$ cat src/rtl/axis_upsizer.sv
// AXI-Stream width up-converter: packs RATIO narrow beats into one wide word,
// little-endian lane order, tlast closes a word early with tkeep marking filled lanes.
module axis_upsizer #(
  parameter int unsigned IN_WIDTH = 64,
  parameter int unsigned RATIO    = 2
) (
  input  logic                          aclk,
  input  logic                          areset,
  input  logic [IN_WIDTH-1:0]           slave_tdata,
  input  logic                          slave_tvalid,
  output logic                          slave_tready,
  input  logic                          slave_tlast,
  output logic [IN_WIDTH*RATIO-1:0]     master_tdata,
  output logic [IN_WIDTH*RATIO/8-1:0]   master_tkeep,
  output logic                          master_tvalid,
  input  logic                          master_tready,
  output logic                          master_tlast
);

  localparam int unsigned OUT_WIDTH = IN_WIDTH * RATIO;
  localparam int unsigned IN_BYTES  = IN_WIDTH / 8;
  localparam int unsigned KEEP_W    = OUT_WIDTH / 8;
  localparam int unsigned CNT_W     = $clog2(RATIO);
  localparam logic [CNT_W-1:0] LAST_LANE = CNT_W'(RATIO - 1);

  logic [CNT_W-1:0]     r_cnt;
  logic [OUT_WIDTH-1:0] r_acc;
  logic [OUT_WIDTH-1:0] r_tdata;
  logic [KEEP_W-1:0]    r_tkeep;
  logic                 r_tlast;
  logic                 r_tvalid;

  logic                 w_accept;
  logic                 w_done;
  logic [OUT_WIDTH-1:0] w_word;
  logic [KEEP_W-1:0]    w_keep;

  // Gated by reset so the source sees no acceptance while the block is held.
  assign slave_tready = areset && (!r_tvalid || master_tready);
  assign w_accept     = slave_tvalid && slave_tready;
  assign w_done       = w_accept && ((r_cnt == LAST_LANE) || slave_tlast);

  // Lanes at and above r_cnt are always zero in r_acc, so only the current lane is merged.
  always_comb begin
    w_word = r_acc;
    w_keep = '0;
    for (int unsigned i = 0; i < RATIO; i++) begin
      if (i == 32'(r_cnt)) begin
        w_word[i*IN_WIDTH +: IN_WIDTH] = slave_tdata;
      end
      if (i <= 32'(r_cnt)) begin
        w_keep[i*IN_BYTES +: IN_BYTES] = '1;
      end
    end
  end

  always_ff @(posedge aclk or negedge areset) begin
    if (!areset) begin
      r_cnt    <= '0;
      r_acc    <= '0;
      r_tdata  <= '0;
      r_tkeep  <= '0;
      r_tlast  <= 1'b0;
      r_tvalid <= 1'b0;
    end else begin
      if (w_accept) begin
        if (w_done) begin
          r_acc <= '0;
          r_cnt <= '0;
        end else begin
          r_acc <= w_word;
          r_cnt <= r_cnt + CNT_W'(1);
        end
      end
      if (w_done) begin
        r_tdata  <= w_word;
        r_tkeep  <= w_keep;
        r_tlast  <= slave_tlast;
        r_tvalid <= 1'b1;
      end else if (master_tready) begin
        r_tvalid <= 1'b0;
      end
    end
  end

  assign master_tdata  = r_tdata;
  assign master_tkeep  = r_tkeep;
  assign master_tlast  = r_tlast;
  assign master_tvalid = r_tvalid;

endmodule

$ cat config.mk
export PLATFORM = sky130hd
export DESIGN_NAME = axis_upsizer
export DESIGN_NICKNAME = d
export VERILOG_FILES = /design/src/rtl/axis_upsizer.sv
export SDC_FILE = /design/constraint.sdc
export NUM_CORES = 1
export LEC_CHECK = 0
export CAP_MARGIN = 20
export CORE_MARGIN = 8
export CORE_UTILIZATION = 25
export DETAILED_ROUTE_END_ITERATION = 8
export HOLD_SLACK_MARGIN = 0.12
export MAX_ROUTING_LAYER = met4
export PLACE_DENSITY = 0.47
export SLEW_MARGIN = 10
export SYNTH_ARGS = -nofsm -noshare
export SYNTH_HDL_FRONTEND = slang
export SYNTH_SLANG_ARGS = --single-unit
$ cat constraint.sdc
create_clock -name aclk -period 1.88 [get_ports aclk]
set_input_delay 0.282 -clock aclk [delete_from_list [all_inputs] [get_ports aclk]]
set_output_delay 0.282 -clock aclk [all_outputs]
set_load 0.02 [all_outputs]
==> results.ini <==
[floorplan]
io_pins=216
die_h_um=231
die_x_um=231
core_area_um2=45500
rows=78
die-area_um2=53300
start_util_pct=25.4

[synthesis]
synthTopCellsByCount=dfrtp_1, a21oi_1, a31oi_1, mux2i_1
netlist.area_leader.share_pct=56.6
synth_area_leaders=dfrtp_1, mux2i_1, a31oi_1, a21oi_1, and2_1
synth_edf_count=0
yosysTopAreaCell=dfrtp_1
ys_ff_latch=261
avgSynthCellArea_um2=11.0
syn_nets=1116
synth_area_um2=11500
ys_types=22
synth-seq-area-share_pct=56.6
synthFlopType=dfrtp_1
synth_cells=1047
synth.most_common_cell=dfrtp_1
yosys_warnings=0
synth-async-reset-ratio_pct=100

[setup_path]
crit_path_max_fanout=2
cp-start-kind=register
critPathTopFamily=buffers and inverters
worstSetupPathType=reg2out
cp-end-kind=output pin
cpPeakStageDelay_ns=0.62
path_buf_inv=1
crit_chain=clkdlybuf4s50_1
arrival_ns=1.55
r2r_start=r_cnt
slowest_stage=clkdlybuf4s50_1
startpoint=master_tdata[63]
required_ns=1.60

[sta]
min_period_over_period_pct=97.7
min_period_ns=1.84
setup_viol=0
rsz0062_at_grt=false
hold_viol=0
tightest_slew_ns=0.838
relSlewSlack_pct=44.1
drv_slew=0
finalSetupTns_ns=0
skew_ns=0.0110
fmax_mhz=545
setup_ws_ns=0.0440

[global_route]
antenna_found_initial=1
grt_pass1_wl_um=58600
track_usage_pct=14.0
grt_overflow=0
grt_start_max_net_pins=133
grt_pass1_vias=9451

[place]
place_congestion=0.734
detailedPlace.worstSlack_ns=-0.00224
io_buffers=215
place_hpwl_um=23100
place_area_um2=14500

[clocking]
clk_pin_slew_worst_paths_ns=0.06
cts-buffers-inserted=31
cts_sinks=261
clockBufferDepth=3
insertion_delay_ns=0.56
root_buffer=clkbuf_16
tritoncts=done
cts_max_level=1

[routing]
drt_iter0_drc=714
post_drt_via_cell_ratio=4.85
drt-pass1-iter-count=5
drtAntennaViolNets=0
wl_per_cell_um=20.0
drt_wl_total_um=37000
post-route-drc-count=0
vias=8967

[pwr]
finalPower_w=0.0189
leakage_nw=7.21
powerDensity_nw_per_um2=1220
ir_drop_v=0.000658

[status]
status=completed

[worst_hold_path]
hp-start=slave_tdata[26]
min_path_type=in2reg

[layout]
layout-drive-gt1-share_pct=9.54
final_area_um2=15500
utilization_pct=34.2
synthToLayoutAreaGrowth_pct=34.5
antenna_cells=0
nNetsFinal=1296

[run]
cap_violations=0

-- logic make-up (layout without fill, tap and decap cells) --
family	count (synthesis)	after routing	synth area share, %
multiplexers	128	128	11.1
AND/OR/NAND/NOR	206	206	9.77
flip-flops	261	261	56.6
buffers and inverters	129	330	7.09
AO/OA/AOI/OAI	323	323	15.5
-- path summary, 6_finish.rpt --
| check | endpoint | depth (start not counted) | slack, ns |
|---|---|---|---|
| hold / removal | r_acc[26] | 3 | 0.34 |
| setup / recovery | master_tdata[63] | 1 | 0.04 |
| setup reg to reg | master_tdata[106] | 4 | 0.36 |
| max in group asynchronous | r_acc[10] | 3 | 0.50 |
| min in group asynchronous | r_acc[69] | 3 | 0.40 |
| hold reg to reg | r_acc[96] | 1 | 0.48 |
-- state kept, by name, indices dropped and copies added, names as in the netlist --
register / flops
master_tdata: 128
r_cnt: 1
r_acc: 128
master_tvalid: 1
master_tlast: 1
master_tkeep: 2
-- final cells by class --
| type | count | area (um2) |
|---|---|---|
| fillers | 4623 | 29900 |
| multi-input cells | 657 | 4230 |
| clock inverters | 11 | 114 |
| repair buffers | 276 | 3020 |
| clock buffers | 43 | 881 |
| well taps | 600 | 751 |
| flip-flops and latches | 261 | 6540 |
-- per-layer routing --
layer  track usage (%)  up-vias  part of all wire (%)
met5                 -        -                     0
met4              3.05        0                   2.0
met1              18.7     4534                    47
met2              21.7      209                    46
li1                  -     4168                     -
met3              2.64       56                   4.3
-- where the power goes --
group | switching (W) | internal, W
combinational | 0.00324 | 0.00247
sequential | 0.000647 | 0.00661
clock | 0.00241 | 0.00351
total | 0.00630 | 0.0126
-- cells in the final DEF (no fill, tap or decap), drive strengths merged, types with 2 or more instances in the layout --
| master | instances |
|---|---|
| nand4 | 64 |
| and2 | 66 |
| dlymetal6s2s | 26 |
| clkdlybuf4s50 | 128 |
| nand2 | 66 |
| bufinv | 2 |
| a21oi | 128 |
| a22o | 2 |
| nor2 | 2 |
| buf | 61 |
| mux2i | 128 |
| a31oi | 128 |
| o21ai | 64 |
| nand2b | 2 |
| dfrtp | 261 |
| clkbuf | 43 |
| clkinvlp | 2 |
| dlygate4sd3 | 2 |
| nand3 | 3 |
| dlygate4sd2 | 59 |
| clkinv | 6 |
-- metrics by stage --
stage | hold WS [ns] | instances
after floorplan | -0.0136 | 1047
after global placement | 0.128 | 1792
after detailed placement | 0.128 | 1792
after CTS | 0.298 | 1848
after global routing | 0.324 | 1848
final | 0.342 | 1848
-- timing repair --
item                                    4_1_cts  5_1_grt
gates resized for setup                      60       26
pin swaps                                     0        0
endpoints found under the setup margin       59       26
setup buffers                                 0        0
hold endpoints to repair                    261        0
hold buffers                                  2        0
Note: power is estimated with default switching activity, not from simulation.
